File: src/rtl/boxhead_pkg.sv
// boxhead_pkg: shared types and constants for the pixel write path.
//   arb_state_e : arbiter FSM state (PARK / LOADED)
//   SCREEN_W/H  : visible raster size in pixels
//   PIXEL_W     : colour width in bits
//   COORD_W     : coordinate width for both axes
//   BURST_W     : width of the consecutive-grant counter
package boxhead_pkg;

  typedef enum logic {
    PARK   = 1'b0,
    LOADED = 1'b1
  } arb_state_e;

  localparam int SCREEN_W = 640;
  localparam int SCREEN_H = 480;
  localparam int PIXEL_W  = 16;
  localparam int COORD_W  = 10;
  localparam int BURST_W  = 5;

  // Index width for n requesters; never below one bit.
  function automatic int idx_width(input int n);
    return (n > 1) ? $clog2(n) : 1;
  endfunction

endpackage

File: src/rtl/pixel_write_arbiter_if.sv
// pixel_write_arbiter_if: requester and SRAM program-port bundle.
//   master : requesters + SRAM controller side (drives req/pixel/slot_tick)
//   slave  : arbiter side (drives ack, program_*, busy)
// With PIXEL_ARB_STATS_EN defined the bundle also carries stats_clr,
// idle_slots and write_count.
interface pixel_write_arbiter_if import boxhead_pkg::*; #(
  parameter int NUM_REQ = 3
);

  logic                             slot_tick;
  logic [NUM_REQ-1:0]               req;
  logic [NUM_REQ-1:0][COORD_W-1:0]  req_x;
  logic [NUM_REQ-1:0][COORD_W-1:0]  req_y;
  logic [NUM_REQ-1:0][PIXEL_W-1:0]  req_data;
  logic [NUM_REQ-1:0]               ack;
  logic [COORD_W-1:0]               program_x;
  logic [COORD_W-1:0]               program_y;
  logic [PIXEL_W-1:0]               program_data;
  logic                             busy;
`ifdef PIXEL_ARB_STATS_EN
  logic                             stats_clr;
  logic [15:0]                      idle_slots;
  logic [15:0]                      write_count;
`endif

  modport master (
    output slot_tick, req, req_x, req_y, req_data,
`ifdef PIXEL_ARB_STATS_EN
    output stats_clr,
    input  idle_slots, write_count,
`endif
    input  ack, program_x, program_y, program_data, busy
  );

  modport slave (
    input  slot_tick, req, req_x, req_y, req_data,
`ifdef PIXEL_ARB_STATS_EN
    input  stats_clr,
    output idle_slots, write_count,
`endif
    output ack, program_x, program_y, program_data, busy
  );

endinterface

File: src/rtl/pixel_write_arbiter_rr_picker.sv
// rr_picker: combinational round-robin winner select.
//   i_req        : request vector
//   i_last_grant : most recent grantee; search starts one past it
//   i_exclude    : requesters barred from this arbitration
//   o_winner     : winning index (valid only with o_valid)
//   o_valid      : at least one eligible requester
module rr_picker import boxhead_pkg::*; #(
  parameter int NUM_REQ = 3,
  parameter int GW      = idx_width(NUM_REQ)
) (
  input  logic [NUM_REQ-1:0] i_req,
  input  logic [GW-1:0]      i_last_grant,
  input  logic [NUM_REQ-1:0] i_exclude,
  output logic [GW-1:0]      o_winner,
  output logic               o_valid
);

  logic [NUM_REQ-1:0] w_elig;
  int                 w_dist;
  int                 w_best;

  assign w_elig = i_req & ~i_exclude;

  // Each candidate's distance from the slot after last_grant (wrapping);
  // the eligible candidate with the smallest distance wins.
  always_comb begin
    o_winner = '0;
    o_valid  = 1'b0;
    w_best   = NUM_REQ;
    w_dist   = 0;
    for (int j = 0; j < NUM_REQ; j++) begin
      w_dist = (j + 2 * NUM_REQ - int'(i_last_grant) - 1) % NUM_REQ;
      if (w_elig[j] && (w_dist < w_best)) begin
        w_best   = w_dist;
        o_winner = GW'(j);
        o_valid  = 1'b1;
      end
    end
  end

endmodule

File: src/rtl/pixel_write_arbiter.sv
// pixel_write_arbiter: picks one pending pixel write, parks it on the SRAM
// program port, and acks the requester on the next slot_tick.
//   sram_clk : single clock domain
//   reset    : asynchronous, active-high
//   bus      : pixel_write_arbiter_if.slave (requests, ack, program port, busy)
// Optional: define PIXEL_ARB_STATS_EN for idle_slots / write_count counters
// with stats_clr.
//
// state  | meaning
// PARK   | no pixel held; program port shows the off-screen park pixel
// LOADED | one captured pixel waits for slot_tick
module pixel_write_arbiter import boxhead_pkg::*; #(
  parameter int                 NUM_REQ   = 3,
  parameter int                 MAX_BURST = 16,
  parameter logic [COORD_W-1:0] PARK_X    = 10'd1023,
  parameter logic [COORD_W-1:0] PARK_Y    = 10'd511
) (
  input  logic                  sram_clk,
  input  logic                  reset,
  pixel_write_arbiter_if.slave  bus
);

  localparam int                 GW    = idx_width(NUM_REQ);
  localparam logic [BURST_W-1:0] MAX_B = BURST_W'(MAX_BURST);

  arb_state_e         r_state;
  logic [GW-1:0]      r_grant;
  logic [GW-1:0]      r_last_grant;
  logic [BURST_W-1:0] r_burst;
  logic [COORD_W-1:0] r_prog_x;
  logic [COORD_W-1:0] r_prog_y;
  logic [PIXEL_W-1:0] r_prog_data;

  logic               w_any_req;
  logic               w_at_max;
  logic               w_retain;
  logic [NUM_REQ-1:0] w_exclude;
  logic [GW-1:0]      w_pick_idx;
  logic               w_pick_valid;
  logic [GW-1:0]      w_win_idx;
  logic               w_win_valid;
  logic               w_slot_ack;

  assign w_any_req = |bus.req;
  assign w_at_max  = (r_burst >= MAX_B);
  // A full burst benches the current grantee for exactly one arbitration.
  assign w_exclude = w_at_max ? (NUM_REQ'(1) << r_last_grant) : '0;
  // Zero burst count means no live run (after reset or after a bench-out).
  assign w_retain  = (r_burst != '0) && !w_at_max && bus.req[r_last_grant];

  rr_picker #(.NUM_REQ(NUM_REQ), .GW(GW)) u_picker (
    .i_req        (bus.req),
    .i_last_grant (r_last_grant),
    .i_exclude    (w_exclude),
    .o_winner     (w_pick_idx),
    .o_valid      (w_pick_valid)
  );

  assign w_win_idx   = w_retain ? r_last_grant : w_pick_idx;
  assign w_win_valid = w_retain || w_pick_valid;
  assign w_slot_ack  = (r_state == LOADED) && bus.slot_tick;

  always_ff @(posedge sram_clk or posedge reset) begin
    if (reset) begin
      r_state      <= PARK;
      r_grant      <= '0;
      r_last_grant <= GW'(NUM_REQ - 1);
      r_burst      <= '0;
      r_prog_x     <= PARK_X;
      r_prog_y     <= PARK_Y;
      r_prog_data  <= '0;
    end else begin
      case (r_state)
        PARK: begin
          if (w_any_req) begin
            if (w_at_max) r_burst <= '0;
            if (w_win_valid) begin
              r_state     <= LOADED;
              r_grant     <= w_win_idx;
              r_prog_x    <= bus.req_x[w_win_idx];
              r_prog_y    <= bus.req_y[w_win_idx];
              r_prog_data <= bus.req_data[w_win_idx];
            end
          end
        end
        LOADED: begin
          if (bus.slot_tick) begin
            r_state      <= PARK;
            r_last_grant <= r_grant;
            r_burst      <= (r_grant == r_last_grant) ? r_burst + 1'b1 : BURST_W'(1);
            r_prog_x     <= PARK_X;
            r_prog_y     <= PARK_Y;
            r_prog_data  <= '0;
          end
        end
        default: r_state <= PARK;
      endcase
    end
  end

  assign bus.ack          = w_slot_ack ? (NUM_REQ'(1) << r_grant) : '0;
  assign bus.busy         = (r_state == LOADED);
  assign bus.program_x    = r_prog_x;
  assign bus.program_y    = r_prog_y;
  assign bus.program_data = r_prog_data;

`ifdef PIXEL_ARB_STATS_EN
  logic [15:0] r_idle_slots;
  logic [15:0] r_write_count;

  always_ff @(posedge sram_clk or posedge reset) begin
    if (reset) begin
      r_idle_slots  <= '0;
      r_write_count <= '0;
    end else if (bus.stats_clr) begin
      r_idle_slots  <= '0;
      r_write_count <= '0;
    end else begin
      if ((r_state == PARK) && bus.slot_tick && (r_idle_slots != 16'hFFFF))
        r_idle_slots <= r_idle_slots + 16'd1;
      if (w_slot_ack && (r_write_count != 16'hFFFF))
        r_write_count <= r_write_count + 16'd1;
    end
  end

  assign bus.idle_slots  = r_idle_slots;
  assign bus.write_count = r_write_count;
`endif

endmodule
File: src/flat_wrapper.sv
// flat-port wrapper written by rule: the top's interface ports become plain ports
module pixel_write_arbiter_flat import boxhead_pkg::*;
#(
  parameter int                 NUM_REQ   = 3,
  parameter int                 MAX_BURST = 16,
  parameter logic [COORD_W-1:0] PARK_X    = 10'd1023,
  parameter logic [COORD_W-1:0] PARK_Y    = 10'd511
)
  (sram_clk, reset, bus_slot_tick, bus_req, bus_req_x, bus_req_y, bus_req_data, bus_ack, bus_program_x, bus_program_y, bus_program_data, bus_busy);
  pixel_write_arbiter_if #(.NUM_REQ(NUM_REQ)) bus_i ();
  input  logic sram_clk;
  input  logic reset;
  input wire logic [$bits(bus_i.slot_tick)-1:0] bus_slot_tick;
  input wire logic [$bits(bus_i.req)-1:0] bus_req;
  input wire logic [$bits(bus_i.req_x)-1:0] bus_req_x;
  input wire logic [$bits(bus_i.req_y)-1:0] bus_req_y;
  input wire logic [$bits(bus_i.req_data)-1:0] bus_req_data;
  output wire logic [$bits(bus_i.ack)-1:0] bus_ack;
  output wire logic [$bits(bus_i.program_x)-1:0] bus_program_x;
  output wire logic [$bits(bus_i.program_y)-1:0] bus_program_y;
  output wire logic [$bits(bus_i.program_data)-1:0] bus_program_data;
  output wire logic [$bits(bus_i.busy)-1:0] bus_busy;
  assign bus_i.slot_tick = bus_slot_tick;
  assign bus_i.req = bus_req;
  assign bus_i.req_x = bus_req_x;
  assign bus_i.req_y = bus_req_y;
  assign bus_i.req_data = bus_req_data;
  assign bus_ack = bus_i.ack;
  assign bus_program_x = bus_i.program_x;
  assign bus_program_y = bus_i.program_y;
  assign bus_program_data = bus_i.program_data;
  assign bus_busy = bus_i.busy;
  pixel_write_arbiter #(.NUM_REQ(NUM_REQ), .MAX_BURST(MAX_BURST), .PARK_X(PARK_X), .PARK_Y(PARK_Y)) u_core (.sram_clk(sram_clk), .reset(reset), .bus(bus_i));
endmodule
File: config.mk
export PLATFORM = sky130hd
export DESIGN_NAME = pixel_write_arbiter_flat
export DESIGN_NICKNAME = d
export VERILOG_FILES = /design/src/rtl/boxhead_pkg.sv /design/src/rtl/pixel_write_arbiter_if.sv /design/src/rtl/pixel_write_arbiter_rr_picker.sv /design/src/rtl/pixel_write_arbiter.sv /design/src/flat_wrapper.sv
export SDC_FILE = /design/constraint.sdc
export NUM_CORES = 1
export LEC_CHECK = 0
export CELL_PAD_IN_SITES_DETAIL_PLACEMENT = 0
export CELL_PAD_IN_SITES_GLOBAL_PLACEMENT = 1
export CORE_MARGIN = 2
export CORE_UTILIZATION = 40
export CTS_BUF_LIST = sky130_fd_sc_hd__clkbuf_8
export DETAILED_ROUTE_END_ITERATION = 10
export PLACE_DENSITY_LB_ADDON = 0.1
export SETUP_SLACK_MARGIN = 0.05
export SLEW_MARGIN = 0
export SYNTH_ARGS = -nofsm -noshare
export SYNTH_HDL_FRONTEND = slang
export SYNTH_SLANG_ARGS = --single-unit
export TNS_END_PERCENT = 10
File: constraint.sdc
create_clock -name sram_clk -period 14 [get_ports sram_clk]
set_input_delay 2.8 -clock sram_clk [delete_from_list [all_inputs] [get_ports sram_clk]]
set_output_delay 2.8 -clock sram_clk [all_outputs]
set_load 0.03 [all_outputs]
# Yosys cells after proc, flatten, opt, wreduce, memory -nomap -nowiden
# Index checks and enable logic that the tools add are counted.
[word_totals]
ff_bits = 46
latchBits = 0
ram_bits = 0
rom_bits = 0
wordCells = 86
mem_count = 0
[classes]
n_addsub = 7
n_mul = 0
div = 3
order_cmp = 6
n_eq_ne = 5
shifts = 2
n_mux = 39
bitwise = 3
n_reduce_logical = 14
[ops]
columns = ["operator", "n"]
rows = [
  ["$mod A32 B3 Y32 const B", 3],
  ["$mux W10", 8],
  ["$lt A32 B32 Y1", 2],
  ["$mux W16", 4],
  ["$mux W32", 2],
  ["$bmux W10 S2", 2],
  ["$pmux W10 S2", 2],
  ["$bmux W16 S2", 1],
  ["$lt A32 B3 Y1 const B", 1],
  ["$pmux W16 S2", 1],
  ["$mux W5", 4],
  ["$pmux W5 S2", 1],
  ["$sub A4 B2 Y5 const B", 2],
  ["$reduce_and A3 Y1", 3],
  ["$mux W1", 8],
  ["$sub A3 B2 Y4 const A", 2],
  ["$logic_and A1 B1 Y1", 6],
  ["$lt A2 B3 Y1 const B", 2],
  ["$mux W3", 2],
  ["$ne A2 B1 Y1 const B", 3],
  ["$shl A1 B2 Y3 const A", 2],
  ["$sub A5 B2 Y6 const B", 1],
  ["$add A5 B1 Y5 const B", 1],
  ["$ge A5 B5 Y1 const B", 1],
  ["14 further kinds", 15],
]

# Depth between registers and ports, before layout
# Gate-level depths: netlist of the first run.
[logic_depth]
word_depth = 18
depth_mapped = 45

# Cells and area by module
# A second synthesis of the first run with hierarchy kept.
[hier_totals]
hier_cells = 681
area_unflattened_um2 = 5905.7
[modules_own_cells]
columns = ["module", "n_inst", "cells_per_inst", "area_each_um2"]
rows = [
  ["rr_picker", 1, 417, 3165.5],
  ["pixel_write_arbiter", 1, 264, 2740.1],
]

# Least setup slack after synthesis of the first run
# Ideal clock, no wire load.
[synth_timing]
path_kind = "reg2reg"
start = "register u_core.r_last_grant[0]"
end = "register u_core.r_prog_x[0], in the netlist u_core.bus.program_x[0]"
setup_ns = 0.080
t_arrival_ns = 9.040
setup_slack_ns = 4.879
stages_incl_launch_ff = 45
n_path_buf = 11
synth_period_minus_slack_ns = 9.121
path_cell_list = "dfrtp_1 buf_2 inv_1 ha_1 buf_6 or3b_1 o2111ai_1 buf_6 clkbuf_1 inv_1 ha_1 buf_2 xor2_1 ha_1 clkbuf_1 nand4bb_1 a311oi_1 o2bb2a_4 [9 not listed] buf_6 nand2_1 buf_2 buf_1 o21a_1 ha_1 and4_1 and2_1 nor3_1 nand4_1 a311o_1 a21oi_1 a21o_1 nand2_1 or3_1 buf_2 buf_6 o221a_2"
[synth_between]
elab_chain_len = 18
elab_cells_between_ends = 38
[synth_rtl]
columns = ["item", "line", "rtl"]
rows = [
  ["start: declaration", "pixel_write_arbiter.sv:28", "logic [GW-1:0] r_last_grant;"],
  ["start signal: assignment", "pixel_write_arbiter.sv:67", "r_last_grant <= GW'(NUM_REQ - 1);"],
  ["start signal: assignment", "pixel_write_arbiter.sv:89", "r_last_grant <= r_grant;"],
  ["$sub A3 B2 Y4 / $shl A1 B2 Y3 (equally long branches)", "pixel_write_arbiter_rr_picker.sv:32, pixel_write_arbiter.sv:47", ""],
  ["$sub A4 B2 Y5 / $mux W3 (equally long branches)", "pixel_write_arbiter_rr_picker.sv:32, pixel_write_arbiter.sv:47", ""],
  ["$mod A32 B3 Y32 / $not A3 Y3 (equally long branches)", "pixel_write_arbiter_rr_picker.sv:32, pixel_write_arbiter_rr_picker.sv:22", ""],
  ["$lt A32 B3 Y1 / $and A3 B3 Y3 (equally long branches)", "pixel_write_arbiter_rr_picker.sv:33, pixel_write_arbiter_rr_picker.sv:22", ""],
  ["$logic_and A1 B1 Y1", "pixel_write_arbiter_rr_picker.sv:33", "if (w_elig[j] && (w_dist < w_best)) begin"],
  ["$mux W32", "pixel_write_arbiter_rr_picker.sv:33", ""],
  ["$lt A32 B32 Y1", "pixel_write_arbiter_rr_picker.sv:33", ""],
  ["$logic_and A1 B1 Y1", "pixel_write_arbiter_rr_picker.sv:33", ""],
  ["[2 not listed]", "--", ""],
  ["$logic_and A1 B1 Y1", "pixel_write_arbiter_rr_picker.sv:33", ""],
  ["$mux W2", "pixel_write_arbiter_rr_picker.sv:33", ""],
  ["$mux W2", "pixel_write_arbiter.sv:59", "assign w_win_idx = w_retain ? r_last_grant : w_pick_idx;"],
  ["$bmux W10 S2", "pixel_write_arbiter.sv:80", "r_prog_x <= bus.req_x[w_win_idx];"],
  ["$mux W10 (not written as such)", "pixel_write_arbiter.sv:80", ""],
  ["$mux W10", "pixel_write_arbiter.sv:77", "if (w_win_valid) begin"],
  ["$mux W10", "pixel_write_arbiter.sv:75", "if (w_any_req) begin"],
  ["$pmux W10 S2", "pixel_write_arbiter.sv:73", "case (r_state)"],
  ["end signal: assignment", "pixel_write_arbiter.sv:80", ""],
  ["end: declaration", "pixel_write_arbiter.sv:30", "logic [COORD_W-1:0] r_prog_x;"],
]
# Several ways; a longest one is shown, not always the timed one. The select of a mux whose other input is x is not followed.
# A chain may end at the register's enable or synchronous reset.

# Worst setup path in the final report of the first run
[layout_timing]
start = "input port bus_req[0]"
end = "register u_core.r_prog_data[7], in the netlist u_core.bus.program_data[7]"
[layout_between]
elab_chain_len = 15
elab_cells_between_ends = 27
[layout_rtl]
columns = ["item", "line", "rtl"]
rows = [
  ["start: declaration", "flat_wrapper.sv:14", "input wire logic [$bits(bus_i.req)-1:0] bus_req;"],
  ["$and A3 B3 Y3", "pixel_write_arbiter_rr_picker.sv:22", "assign w_elig = i_req & ~i_exclude;"],
  ["$logic_and A1 B1 Y1", "pixel_write_arbiter_rr_picker.sv:33", ""],
  ["$mux W32", "pixel_write_arbiter_rr_picker.sv:33", ""],
  ["$lt A32 B32 Y1", "pixel_write_arbiter_rr_picker.sv:33", ""],
  ["$logic_and A1 B1 Y1", "pixel_write_arbiter_rr_picker.sv:33", ""],
  ["$mux W32", "pixel_write_arbiter_rr_picker.sv:33", ""],
  ["$lt A32 B32 Y1", "pixel_write_arbiter_rr_picker.sv:33", ""],
  ["$logic_and A1 B1 Y1", "pixel_write_arbiter_rr_picker.sv:33", ""],
  ["$mux W2", "pixel_write_arbiter_rr_picker.sv:33", ""],
  ["$mux W2", "pixel_write_arbiter.sv:59", ""],
  ["$bmux W16 S2", "pixel_write_arbiter.sv:82", "r_prog_data <= bus.req_data[w_win_idx];"],
  ["$mux W16 (not written as such)", "pixel_write_arbiter.sv:82", ""],
  ["$mux W16", "pixel_write_arbiter.sv:77", ""],
  ["$mux W16", "pixel_write_arbiter.sv:75", ""],
  ["$pmux W16 S2", "pixel_write_arbiter.sv:73", ""],
  ["end signal: assignment", "pixel_write_arbiter.sv:82", ""],
  ["end: declaration", "pixel_write_arbiter.sv:32", "logic [PIXEL_W-1:0] r_prog_data;"],
]
# Several ways; a longest one is shown, not always the timed one. The select of a mux whose other input is x is not followed.

==> flow_summary.json, run 1 <==
{
  "status": "completed",
  "synth_warnings": 0,
  "grt_pass1_wl_um": 28000,
  "hold_class": "flop to flop",
  "fp.dieArea_mm2": 0.0154,
  "synth_top_family_by_area": "compound AO/OA/AOI/OAI gates",
  "syn_inst": 675,
  "cp_num_cells": 27,
  "fmax_ghz": 0.0811,
  "worstSetupStartpoint": "bus_req[0]",
  "layoutNonFillerInstCount": 965,
  "critPathSlowestCell": "a21oi_1",
  "drt_iter0_markers": 482,
  "maxSlewViolCount": 0,
  "slowest_delay_ns": 0.86,
  "die_h_um": 124,
  "r2r_slack_ns": 1.86,
  "finalCritPeriodShare_pct": 88.1,
  "final_core_utilization_pct": 52.8,
  "cp.required_ns": 14.14,
  "m1WireLength_um": 8190,
  "antenna_found_initial": 0,
  "cp-end-kind": "flop",
  "vias": 5842,
  "die_w_um": 124,
  "grt_pass1_vias": 5614,
  "synth_top_area_share_pct": 16.5,
  "synth-adder-area-share_pct": 16.5,
  "clock_path_buffers": 2,
  "initial_core_util_pct": 41.3,
  "cts-buffers-inserted": 5,
  "drc_errors": 0,
  "syn_to_final_growth_pct": 28.0,
  "synthFlopType": "dfrtp_1",
  "grt_usage_pct": 22.3,
  "synth_xor_area_share_pct": 1.67,
  "synthSimpleGateAreaFrac_pct": 13.4,
  "ys_seq_area_share_pct": 20.4,
  "insertion_delay_ns": 0.30,
  "setup_tns_ns": 0,
  "period_needed_ns": 12.34,
  "dr_wl_met3_um": 792,
  "synth-seq-cells": 46,
  "holdWs_ns": 0.542,
  "setup_viol": 0,
  "ctsRootBufferMaster": "clkbuf_8",
  "hold_viol": 0,
  "clk_pin_slew_ns": 0.10,
  "maxCapViolCount": 0,
  "netlist_area_mm2": 0.00577,
  "wl_met2_um": 8710,
  "skew_ns": 0.0152,
  "vias_per_cell": 6.05,
  "synth.net_count": 865,
  "synth_common_cells": "ha_1 (76), inv_1 (53), o21ai_0 (46)",
  "yosysMostFrequentCell": "ha_1",
  "synth.distinct_cells": 77,
  "firstDrtPassIters": 5,
  "diodes": 0,
  "cts_resized": 0,
  "cp_num_buf_inv": 3,
  "port_buffers": 153,
  "cts.sinks": 46,
  "cp-endpoint": "u_core.bus.program_data[7]$_DFFE_PP0P_",
  "gp_congestion": 0.895,
  "wl_um": 17800,
  "hp-start": "u_core.bus.program_data[10]$_DFFE_PP0P_",
  "drtAntennaViolNets": 0,
  "nNetsFinal": 974,
  "synthArstFlopShare_pct": 100,
  "highest_layer": "met4",
  "boundaryPins": 154,
  "ctsHtreeMaxLevel": 2,
  "avgSynthCellArea_um2": 8.55,
  "place_hpwl_um": 13100,
  "worst-path-max-fanout": 38,
  "worstSetupPathType": "input port to flop",
  "timing.rr.end": "u_core.bus.program_data[7]$_DFFE_PP0P_",
  "wl_per_cell_um": 18.5,
  "dp_cells": 957,
  "ctsHoldBuffers": 0,
  "synth_compound_area_share_pct": 38.3,
  "grt_remaining_overflow": 0,
  "tightest_slew_ns": 1.20,
  "crit_family": "compound AO/OA/AOI/OAI gates",
  "rows": 43,
  "r2r_cells": 34,
  "cp-start-kind": "input port",
  "slew_headroom_pct": 19.3,
  "grt_max_degree": 47,
  "cts_tree": "built",
  "synthMuxAreaShare_pct": 1.13,
  "cp_data_arrival_time_ns": 12.48,
  "drive_above_1_share_pct": 11.2,
  "rsz0062_at_grt": "false",
  "post_cts_buffers": 0,
  "r2r-start": "u_core.r_last_grant[0]$_DFFE_PP0P_",
  "synth_area_leaders": "ha_1 (16%), dfrtp_1 (11%), dfstp_2 (9.1%)",
  "synth_edf_count": 0,
  "coreArea_mm2": 0.0140,
  "synth_top_area_cell": "ha_1"
}
==> metal layers <==
metal  vias up  global-route usage (%)
li1       2854                       -
met1      2814                    31.1
met2       164                    38.0
met3        10                    2.38
met4         0                    2.95
met5         -                       0
==> metrics by stage <==
stage / setup slack, ns / instance area (um^2)
finish: 1.66 / 7390
global route: 0.727 / 7390
CTS: 1.77 / 7390
detailed placement: 1.47 / 7300
global placement: 1.96 / 7300
floorplan: 4.88 / 5770
==> kinds of logic (layout without fill, tap and decap cells) <==
family | count (synthesis) | count (layout)
other | 1 | 1
xor gates and xnor gates | 11 | 11
buffers and inverters | 111 | 221
and+or+nand+nor | 147 | 147
adders and majority gates | 76 | 76
DFF | 46 | 46
AOI/OAI and AO/OA | 278 | 278
muxes | 5 | 5
==> worst register-to-register path: cells and delay by family (launching register included) <==
| kind | cells | cell delay [ns] |
|---|---|---|
| AO/OA/AOI/OAI | 19 | 6.18 |
| AND/OR/NAND/NOR | 6 | 2.37 |
| adder cells (fa/ha/maj) | 4 | 1.47 |
| buffers and inverters | 5 | 1.28 |
| flip-flops | 1 | 0.68 |
==> registers in the layout, indices dropped and copies added (netlist names) <==
signal                   count
u_core.bus.busy              1
u_core.bus.program_data     16
u_core.bus.program_x        10
u_core.bus.program_y        10
u_core.r_burst               5
u_core.r_grant               2
u_core.r_last_grant          2
==> cells in the final DEF (no fill, tap or decap), types with 20 or more instances in the layout <==
master and n:
o21ai_0 46, dfstp_2 20, dfrtp_1 26, ha_1 76, inv_1 52, clkdlybuf4s50_1 153, a21oi_1 43, o21a_1 32
nor2_1 26, nand2_1 38
==> worst min-delay path by stage <==
stage | slack [ns] | end | cells past startpoint
final | 0.54 | u_core.bus.program_data[10]$_DFFE_PP0P_ | 2
after global routing | 0.57 | u_core.bus.program_data[10]$_DFFE_PP0P_ | 2
after floorplan | 0.49 | u_core.r_burst[1]$_DFFE_PP0P_ | 2
after CTS | 0.54 | u_core.bus.program_data[10]$_DFFE_PP0P_ | 2
after detailed placement | 0.52 | u_core.bus.program_data[6]$_DFFE_PP0P_ | 2
after global placement | 0.51 | u_core.bus.program_data[4]$_DFFE_PP0P_ | 2
==> area by class of cell <==
type                    count  area, um^2
clock buffers               5        68.8
clock inverters             3        21.3
fillers                  1279        6600
inverters                  53         199
multi-input cells         518        4110
flip-flops and latches     46        1180
well taps                 180         225
repair buffers            160        1580
Power of run 1 is left out: the tool's default activity adds up to more than one toggle a clock period on the data nets, which glitch-free logic cannot reach.
==> run 2, diff against run 1 <==
--- a/config.mk
+++ b/config.mk
@@ -11,8 +11,10 @@
 export CORE_UTILIZATION = 40
 export CTS_BUF_LIST = sky130_fd_sc_hd__clkbuf_8
 export DETAILED_ROUTE_END_ITERATION = 10
+export HOLD_SLACK_MARGIN = 0.03
 export PLACE_DENSITY_LB_ADDON = 0.1
 export SETUP_SLACK_MARGIN = 0.05
+export SKIP_LAST_GASP = 1
 export SLEW_MARGIN = 0
 export SYNTH_ARGS = -nofsm -noshare
 export SYNTH_HDL_FRONTEND = slang
==> results of run 2 <==
Final layout, timing and power as in run 1 (identical DEF).
Power of run 2 is left out for the same reason.
